===== src/rtl/lc3_pkg.sv =====
// Shared LC-3 opcode, FSM-state and instruction-field definitions for the decode/fetch/execute slice.
// Pure declarations; no logic, no latency, no flow control.
package lc3_pkg;

  localparam logic [3:0] OP_BR   = 4'b0000;
  localparam logic [3:0] OP_ADD  = 4'b0001;
  localparam logic [3:0] OP_LD   = 4'b0010;
  localparam logic [3:0] OP_ST   = 4'b0011;
  localparam logic [3:0] OP_JSR  = 4'b0100;
  localparam logic [3:0] OP_AND  = 4'b0101;
  localparam logic [3:0] OP_LDR  = 4'b0110;
  localparam logic [3:0] OP_STR  = 4'b0111;
  localparam logic [3:0] OP_RTI  = 4'b1000;
  localparam logic [3:0] OP_NOT  = 4'b1001;
  localparam logic [3:0] OP_LDI  = 4'b1010;
  localparam logic [3:0] OP_STI  = 4'b1011;
  localparam logic [3:0] OP_JMP  = 4'b1100;
  localparam logic [3:0] OP_RES  = 4'b1101;
  localparam logic [3:0] OP_LEA  = 4'b1110;
  localparam logic [3:0] OP_TRAP = 4'b1111;

  localparam logic [1:0] ST_IDLE    = 2'd0;
  localparam logic [1:0] ST_VALID   = 2'd1;
  localparam logic [1:0] ST_ILLEGAL = 2'd2;

  localparam int OPC_LSB      = 12;
  localparam int DR_LSB       = 9;
  localparam int SR1_LSB      = 6;
  localparam int SR2_LSB      = 0;
  localparam int IMM_BIT      = 5;
  localparam int JSR_MODE_BIT = 11;

  typedef struct packed {
    logic [3:0] opcode;
    logic [2:0] dr;
    logic [2:0] nzp;
    logic [2:0] sr1;
    logic [2:0] sr2;
    logic       imm_mode;
    logic [4:0] imm5;
  } fields_t;

  function automatic fields_t split_fields(input logic [15:0] ir);
    fields_t f;
    f.opcode   = ir[OPC_LSB +: 4];
    f.dr       = ir[DR_LSB +: 3];
    f.nzp      = ir[DR_LSB +: 3];
    f.sr1      = ir[SR1_LSB +: 3];
    f.sr2      = ir[SR2_LSB +: 3];
    f.imm_mode = ir[IMM_BIT];
    f.imm5     = ir[4:0];
    return f;
  endfunction

endpackage


===== src/rtl/offset_ext.sv =====
// Opcode-directed offset extraction and sign/zero extension of an LC-3 instruction word.
// Purely combinational (0 cycles); no flow control.
module offset_ext
  import lc3_pkg::*;
#(
  parameter int OFF_W = 11
) (
  input  logic [15:0]      instr,
  output logic [OFF_W-1:0] offset
);

  always_comb begin
    offset = '0;
    case (instr[OPC_LSB +: 4])
      OP_BR, OP_LD, OP_ST, OP_LDI, OP_STI, OP_LEA: offset = OFF_W'($signed(instr[8:0]));
      OP_LDR, OP_STR:                              offset = OFF_W'($signed(instr[5:0]));
      // JSRR (mode bit clear) takes its target from a register, so no offset
      OP_JSR:  if (instr[JSR_MODE_BIT]) offset = OFF_W'($signed(instr[10:0]));
      OP_TRAP: offset = OFF_W'(instr[7:0]);
      default: offset = '0;
    endcase
  end

endmodule


===== src/rtl/decode.sv =====
// LC-3 decode stage: registers instruction fields into a bundle for execute, 1-cycle latency.
// Valid/ready: holds the bundle while exec_ready=0; words offered while not ready are dropped and flagged.
module decode
  import lc3_pkg::*;
#(
  parameter int         OFF_W      = 11,
  parameter logic [3:0] ILLEGAL_OP = OP_RES
) (
  input  logic             clk,
  input  logic             rst,
  input  logic             instr_valid,
  input  logic [15:0]      instr_in,
  output logic             ready_out,
  input  logic             exec_ready,
  output logic             decode_valid,
  output logic [3:0]       opCode_out,
  output logic [2:0]       dr_out,
  output logic [2:0]       br_nzp_out,
  output logic [2:0]       sr1_out,
  output logic [2:0]       sr2_out,
  output logic             imm_mode_out,
  output logic [4:0]       imm5_out,
  output logic [OFF_W-1:0] offset_out,
  output logic             illegal_out,
  output logic             overrun_err
);

  logic [1:0]       state;
  logic [1:0]       state_nxt;
  fields_t          fld;
  logic [OFF_W-1:0] off_reg;
  logic [OFF_W-1:0] off_nxt;
  logic             overrun;
  logic             accept;
  logic             is_illegal;

  offset_ext #(.OFF_W(OFF_W)) u_offset_ext (
    .instr  (instr_in),
    .offset (off_nxt)
  );

  // ready is gated by rst because the async reset already parks state in IDLE
  always_comb begin
    ready_out = 1'b0;
    case (state)
      ST_IDLE:  ready_out = 1'b1;
      ST_VALID: ready_out = exec_ready;
      default:  ready_out = 1'b0;
    endcase
    if (rst) ready_out = 1'b0;
  end

  assign accept     = instr_valid & ready_out;
  assign is_illegal = (instr_in[OPC_LSB +: 4] == ILLEGAL_OP);

  always_comb begin
    state_nxt = state;
    case (state)
      ST_IDLE: begin
        if (accept) state_nxt = is_illegal ? ST_ILLEGAL : ST_VALID;
      end
      ST_VALID: begin
        if (accept)          state_nxt = is_illegal ? ST_ILLEGAL : ST_VALID;
        else if (exec_ready) state_nxt = ST_IDLE;
      end
      ST_ILLEGAL: state_nxt = ST_ILLEGAL;
      default:    state_nxt = ST_IDLE;
    endcase
  end

  always_ff @(posedge clk or posedge rst) begin
    if (rst) begin
      state   <= ST_IDLE;
      fld     <= '0;
      off_reg <= '0;
      overrun <= 1'b0;
    end else begin
      state <= state_nxt;
      if (accept) begin
        fld     <= split_fields(instr_in);
        off_reg <= off_nxt;
      end
      if (instr_valid && !ready_out) overrun <= 1'b1;
    end
  end

  assign decode_valid = (state == ST_VALID);
  assign illegal_out  = (state == ST_ILLEGAL);
  assign overrun_err  = overrun;
  assign opCode_out   = fld.opcode;
  assign dr_out       = fld.dr;
  assign br_nzp_out   = fld.nzp;
  assign sr1_out      = fld.sr1;
  assign sr2_out      = fld.sr2;
  assign imm_mode_out = fld.imm_mode;
  assign imm5_out     = fld.imm5;
  assign offset_out   = off_reg;

endmodule

===== config.mk =====
export PLATFORM = sky130hd
export DESIGN_NAME = decode
export DESIGN_NICKNAME = d
export VERILOG_FILES = /design/src/rtl/lc3_pkg.sv /design/src/rtl/offset_ext.sv /design/src/rtl/decode.sv
export SDC_FILE = /design/constraint.sdc
export NUM_CORES = 1
export LEC_CHECK = 0
export ABC_CLOCK_PERIOD_IN_PS = 2500
export BUFFER_PORTS_ARGS = -buffer_cell sky130_fd_sc_hd__buf_2
export CAP_MARGIN = 20
export CELL_PAD_IN_SITES_DETAIL_PLACEMENT = 0
export CELL_PAD_IN_SITES_GLOBAL_PLACEMENT = 2
export CORE_UTILIZATION = 34
export CTS_BUF_LIST = sky130_fd_sc_hd__clkbuf_4 sky130_fd_sc_hd__clkbuf_8
export CTS_CLUSTER_SIZE = 8
export DETAILED_ROUTE_END_ITERATION = 8
export MAX_ROUTING_LAYER = met4
export PLACE_DENSITY = 0.95
export SLEW_MARGIN = 10
export SYNTH_ARGS = -nofsm -noshare
export SYNTH_HDL_FRONTEND = slang
export SYNTH_SLANG_ARGS = --single-unit

===== constraint.sdc =====
create_clock -name clk -period 2.5 [get_ports clk]
set_clock_uncertainty 0.1 [all_clocks]
set_input_delay 0.5 -clock clk [delete_from_list [all_inputs] [get_ports clk]]
set_output_delay 0.5 -clock clk [all_outputs]
set_load 0.03 [all_outputs]

==> metrics.cfg, run 1 <==
[run_status]
status = complete, no violations

[job]
timing.max_cap.violations = 0

[die]
initial_utilization = 0.360
io_pins = 57
die_w_um = 67.8
die_height_um = 67.8
core_region_area_mm2 = 0.00409
design.die.area_mm2 = 0.00459
rows = 23

[grt]
grt_pass1_vias = 1104
grt_antenna_before_repair = 0
gr-usage-all-layers = 0.167
grt_first_pass_wirelength_um = 5330
grt_max_degree = 31
gr-total-overflow = 0

[worst_setup_path]
r2r-start = state[1]
startpoint_type = flop
r2r_setup_slack_ps = 780
reg2reg_depth = 3
path_max_fanout = 10
rr_endpoint = offset_out[8]
path_class = flop to output port
cp_data_required_time_ps = 1900
critPathArrivalTime_ps = 1520
setup.worst_path.end_class = output port

[final_layout]
design.final.nets = 184
drive_above_1_share = 0.527
layout_common_cells = 56 x sky130_fd_sc_hd__buf_2, 30 x sky130_fd_sc_hd__dfrtp_1, 10 x sky130_fd_sc_hd__mux2_4, 7 x sky130_fd_sc_hd__mux2_2
diodes = 0
synthToLayoutAreaGrowth_pct = 25.9
seq_area_um2 = 751
multi_input_gate_area_in_the_final_layout_um2 = 624
design_area_mm2 = 0.00185
number_of_fill_cells_in_the_layout = 397
layout_commonest_cell = sky130_fd_sc_hd__buf_2

[clock_tree]
clockBufferDepth = 2
cts_made_buffers = 5
worstSkewPairLatency_ps = 270
path_clk_slew_ps = 60
clock_sink_count = 30
cts_tree = yes
clk_root_buffer_cell = sky130_fd_sc_hd__clkbuf_8
setup_fix_buffers_added_after_clock_tree_synthesis = 0
ctsResizeCount = 0
hold_buffers_post_cts = 0
cts-htree-levels = 2

[synth]
yosys.area_share.adder = 0
netlist_instances = 110
cell_variety_after_synth = 29
mappedNetlistNets = 130
synthXorXnorAreaFrac = 0
syn_avg_cell_area_um2 = 13.4
post_synthesis_compound_gate_area_fraction = 0.155
synth_seq_cells = 30
synthSimpleGateAreaFrac = 0.114
synth_top_family_by_area = multiplexers
synth_seq_area_share = 0.511
yosysWarningCount = 0
post_synth_mux_area_share = 0.156
cell_area_after_technology_mapping_mm2 = 0.00147

[place]
dpl.hpwl_um = 2560
port_buffers = 56
dpl_cell_area_mm2 = 0.00174
worst_setup_slack_before_clock_tree_synthesis_ps = 507
finalWeightedCongestion = 0.701

[timing]
grt_setup_unrepaired = false
final-max-slew-violation-count = 0
finalHoldViolations = 0
post-route-min-period_ps = 2120
layout_worst_path_cycle_share = 0.847
final.setup.tns_ps = 0
worst-slew-pin-transition_ps = 500
fmax_mhz = 472
layout_setup_ws_ps = 383
timing.final.setup_violations = 0
fin_worst_hold_slack_ps = 216
relSlewSlack = 0.664

[power_and_ir_drop]
power-per-cell-area_mw_per_mm2 = 905
leakage_nw = 0.915
irDropWorstVdd_uv = 411

[route]
wl_um = 3450
postRouteAntennaNets = 0
vias = 1115
wl_per_cell_um = 16.1
route.detailed.vias_per_inst = 5.19
drcViolationCount = 0
drt_iter0_drc = 103
first_pass_iters = 4

[hold_path]
classification_of_the_worst_slack_hold_path = input pin to async pin

routing by layer:
metal	wire length (um)	global-route usage
met5	0	-
met4	55	0.0771
met3	232	0.0490
met2	1620	0.256
met1	1540	0.201
worst max-delay path by stage:
stage / start / endpoint / slack [ps] / cells after the start
after floorplan: exec_ready / ready_out / 580 / 3
after global placement: rst / ready_out / 550 / 4
after detailed placement: rst / ready_out / 510 / 4
after CTS: state[1] / ready_out / 370 / 3
after global routing: state[1] / ready_out / 280 / 3
final: state[1] / ready_out / 380 / 3
synthesized netlist by cell type:
cell	number	area (um^2)
sky130_fd_sc_hd__nor2b_1	2	12.5
sky130_fd_sc_hd__nand4_1	3	18.8
sky130_fd_sc_hd__nor4_2	1	12.5
sky130_fd_sc_hd__nor4_1	1	6.26
sky130_fd_sc_hd__inv_1	2	7.51
sky130_fd_sc_hd__a31o_1	6	52.6
sky130_fd_sc_hd__buf_2	1	5.00
sky130_fd_sc_hd__nand2b_1	2	12.5
sky130_fd_sc_hd__a31oi_1	4	25.0
sky130_fd_sc_hd__mux2_2	7	78.8
sky130_fd_sc_hd__nor2_1	4	15.0
sky130_fd_sc_hd__inv_2	1	3.75
sky130_fd_sc_hd__and2b_1	2	15.0
sky130_fd_sc_hd__buf_6	3	33.8
sky130_fd_sc_hd__nor2_2	1	6.26
sky130_fd_sc_hd__or2_1	1	6.26
sky130_fd_sc_hd__nand4b_1	1	8.76
sky130_fd_sc_hd__a311oi_1	4	35.0
sky130_fd_sc_hd__o31a_1	6	52.6
sky130_fd_sc_hd__o211ai_1	2	15.0
sky130_fd_sc_hd__buf_4	6	45.0
sky130_fd_sc_hd__nand3_4	1	17.5
sky130_fd_sc_hd__a2bb2oi_1	2	17.5
sky130_fd_sc_hd__nor3_4	1	16.3
sky130_fd_sc_hd__mux2_4	10	150
sky130_fd_sc_hd__o21bai_1	2	15.0
sky130_fd_sc_hd__dfrtp_1	30	751
sky130_fd_sc_hd__and4b_1	2	20.0
sky130_fd_sc_hd__a21o_1	2	15.0
flip-flops by register name (all words and copies together) (netlist names):
signal and flops:
imm5_out 3, state 2, sr1_out 3, offset_out 11, imm_mode_out 1, sr2_out 2
opCode_out 4, overrun_err 1, br_nzp_out 3
where the power goes:
group	leakage, nW	switching, mW	total (mW)	internal [mW]
Sequential	0.360	0.0522	0.626	0.574
Combinational	0.496	0.362	0.557	0.196
Clock	0.0593	0.172	0.492	0.319
Total	0.915	0.586	1.67	1.09
worst max-delay path, cell delays in order, from the launching register on:
cell and delay, ps:
sky130_fd_sc_hd__dfrtp_1 430, sky130_fd_sc_hd__or2_1 400, sky130_fd_sc_hd__nor2_1 190, sky130_fd_sc_hd__buf_2 220
metrics by stage:
step	util	total power, mW	std cells
2_1_floorplan	-	1.05	110
3_3_place_gp	0.425	1.18	207
3_5_place_dp	0.425	1.19	207
4_1_cts	0.453	1.69	215
5_1_grt	0.453	1.74	215
6_report	0.453	1.67	215
final cells by class:
class,count,area share
inverters,3,0.00609
clock inverters,1,0.0162
well taps,50,0.0338
flip-flops and latches,30,0.406
clock buffers,7,0.0453
multi-input cells,67,0.337
repair buffers,57,0.156
logic make-up after synthesis:
group           count (synthesis)
buf+inv                        13
flops                          30
mux                            17
compound gates                 28
simple gates                   22
Note: power is estimated with default switching activity, not from simulation.
==> run 2: changes to the inputs <==
--- a/config.mk
+++ b/config.mk
@@ -5,17 +5,17 @@
 export SDC_FILE = /design/constraint.sdc
 export NUM_CORES = 1
 export LEC_CHECK = 0
-export ABC_CLOCK_PERIOD_IN_PS = 2500
+export ABC_CLOCK_PERIOD_IN_PS = 2100
 export BUFFER_PORTS_ARGS = -buffer_cell sky130_fd_sc_hd__buf_2
 export CAP_MARGIN = 20
 export CELL_PAD_IN_SITES_DETAIL_PLACEMENT = 0
 export CELL_PAD_IN_SITES_GLOBAL_PLACEMENT = 2
-export CORE_UTILIZATION = 34
+export CORE_UTILIZATION = 32
 export CTS_BUF_LIST = sky130_fd_sc_hd__clkbuf_4 sky130_fd_sc_hd__clkbuf_8
 export CTS_CLUSTER_SIZE = 8
 export DETAILED_ROUTE_END_ITERATION = 8
 export MAX_ROUTING_LAYER = met4
-export PLACE_DENSITY = 0.95
+export PLACE_DENSITY = 0.91
 export SLEW_MARGIN = 10
 export SYNTH_ARGS = -nofsm -noshare
 export SYNTH_HDL_FRONTEND = slang
==> constraint.sdc (replaced) <==
create_clock -name clk -period 2.1 [get_ports clk]
set_clock_uncertainty 0.1 [all_clocks]
set_input_delay 0.42 -clock clk [delete_from_list [all_inputs] [get_ports clk]]
set_output_delay 0.42 -clock clk [all_outputs]
set_load 0.03 [all_outputs]
==> metrics.cfg, run 2 (synthesized netlist as in run 1, its figures left out) <==
[grt]
grt_max_degree = 31
grt_antenna_before_repair = 0
gr-usage-all-layers = 0.151
gr-total-overflow = 0
grt_pass1_vias = 1196
grt_first_pass_wirelength_um = 5550

[route]
wl_um = 3380
drcViolationCount = 0
drt_iter0_drc = 55
route.detailed.vias_per_inst = 5.18
wl_per_cell_um = 15.5
postRouteAntennaNets = 0
met2_routed_wl_um = 1590
met3RoutedLength_um = 206
wl_met1_um = 1530
highest-signal-layer = met4
vias = 1130
first_pass_iters = 4

[place]
numPlacedInstances = 210
dpl.hpwl_um = 2490
port_buffers = 56
finalWeightedCongestion = 0.717

[worst_setup_path]
setup.worst_path.end_class = output port
critPathArrivalTime_ps = 1400
startpoint_type = flop
crit_chain = or2_4 -> nor2_1 -> buf_2
cp_slowest_cell = sky130_fd_sc_hd__dfrtp_1
critical-path-max-stage-delay_ps = 440
critical_path.n_buffers_inverters = 1
r2r_setup_slack_ps = 460
path_class = flop to output port
critPathTopFamily = simple AND/OR/NAND/NOR gates
cp_data_required_time_ps = 1580
path_max_fanout = 10

[run_status]
status = complete, no violations

[final_layout]
layout_commonest_cell = sky130_fd_sc_hd__buf_2
drive_above_1_share = 0.536
diodes = 0
final_cells = 218
synthToLayoutAreaGrowth_pct = 25.4
seq_area_um2 = 751
largest_register_ffs = 11
design.final.nets = 185
number_of_fill_cells_in_the_layout = 440
multi_input_gate_area_in_the_final_layout_um2 = 627
layout_common_cells = 56 x sky130_fd_sc_hd__buf_2, 30 x sky130_fd_sc_hd__dfrtp_1, 10 x sky130_fd_sc_hd__mux2_4, 7 x sky130_fd_sc_hd__mux2_2

[die]
design.die.area_mm2 = 0.00487
rows = 24
initial_utilization = 0.335
die_height_um = 69.8
io_pins = 57
die_w_um = 69.8
core_region_area_mm2 = 0.00438

[power_and_ir_drop]
power-per-cell-area_mw_per_mm2 = 1030
design_internal_power_mw = 1.20
share_comb_of_total_power = 0.351
power_switching_uw = 700
leakage_nw = 0.914
irDropWorstVdd_uv = 528
power.share.sequential = 0.393
clock_network_power_share = 0.256
power_switching_share = 0.369

[timing]
final-max-slew-violation-count = 0
relSlewSlack = 0.658
worst-slew-pin-transition_ps = 511
timing.final.setup_violations = 0
grt_setup_unrepaired = false
layout_worst_path_cycle_share = 0.914
post-route-min-period_ps = 1920
final.setup.tns_ps = 0
fmax_mhz = 521
finalHoldViolations = 0

[clock_tree]
cts_made_buffers = 5
clock_sink_count = 30
clockBufferDepth = 2
path_clk_slew_ps = 60
cts-htree-levels = 2
clk_root_buffer_cell = sky130_fd_sc_hd__clkbuf_8
worstSkewPairLatency_ps = 270
cts_tree = yes
setup_fix_buffers_added_after_clock_tree_synthesis = 0

[job]
timing.max_cap.violations = 0

[hold_path]
classification_of_the_worst_slack_hold_path = input pin to async pin

==> run 2: changes by cell type in the layout (fill, tap and decap cells not counted) <==
cell,previous run,this run
sky130_fd_sc_hd__buf_4,1,2
sky130_fd_sc_hd__bufinv_16,1,0
sky130_fd_sc_hd__clkbuf_4,2,1
sky130_fd_sc_hd__clkbuf_8,5,6
sky130_fd_sc_hd__clkinv_2,0,1
sky130_fd_sc_hd__or2_1,1,0
sky130_fd_sc_hd__or2_4,0,1
==> run 2: final cells by class <==
| cell class | instances | share of cell area |
|---|---|---|
| Sequential cell | 30 | 0.407 |
| Inverter | 3 | 0.00611 |
| Clock buffer | 7 | 0.0488 |
| Tap cell | 52 | 0.0353 |
| Timing Repair Buffer | 58 | 0.160 |
| Clock inverter | 1 | 0.00271 |
| Multi-Input combinational cell | 67 | 0.340 |
==> run 2: repair_timing <==
item | CTS | global route
setup endpoints to repair | 0 | 1
hold buffers | 0 | 0
gates resized for setup | 0 | 1
==> run 2: worst paths after layout <==
| kind | depth (start not counted) | from | to |
|---|---|---|---|
| hold / removal | 3 | rst | state[0] |
| hold reg to reg | 1 | overrun_err | overrun_err |
| setup reg to reg | 3 | state[1] | offset_out[9] |
| setup / recovery | 3 | state[1] | ready_out |
| max in group asynchronous | 3 | rst | sr1_out[2] |
| min in group clk | 2 | instr_in[2] | offset_out[2] |
==> run 2: worst register-to-register path: stages (launching register included) <==
cell and delay, ps:
sky130_fd_sc_hd__dfrtp_1 440, sky130_fd_sc_hd__or2_4 330, sky130_fd_sc_hd__nor3_4 420, sky130_fd_sc_hd__a311oi_1 190
==> run 2: metal layers <==
metal / up-vias / track usage
met3: 5 / 0.0407
met1: 556 / 0.189
met2: 45 / 0.234
li1: 524 / -
met4: 0 / 0.0600
met5: - / -
==> run 2: power groups by stage <==
stage	clock, mW	sequential (mW)	combinational (mW)
floorplan	0	0.956	0.299
global route	0.524	0.760	0.702
finish	0.485	0.745	0.665
global placement	0	0.749	0.661
CTS	0.502	0.747	0.670
detailed placement	0	0.754	0.668
==> run 2: through the flow <==
step	hold WS, ps	area, um^2	util	power, mW	setup WS (ps)
after floorplan	381	1470	-	1.25	337
after global placement	354	1750	0.398	1.41	303
after detailed placement	376	1750	0.398	1.42	288
after CTS	141	1840	0.420	1.92	62.6
after global routing	183	1840	0.421	1.99	116
final	137	1840	0.421	1.89	181
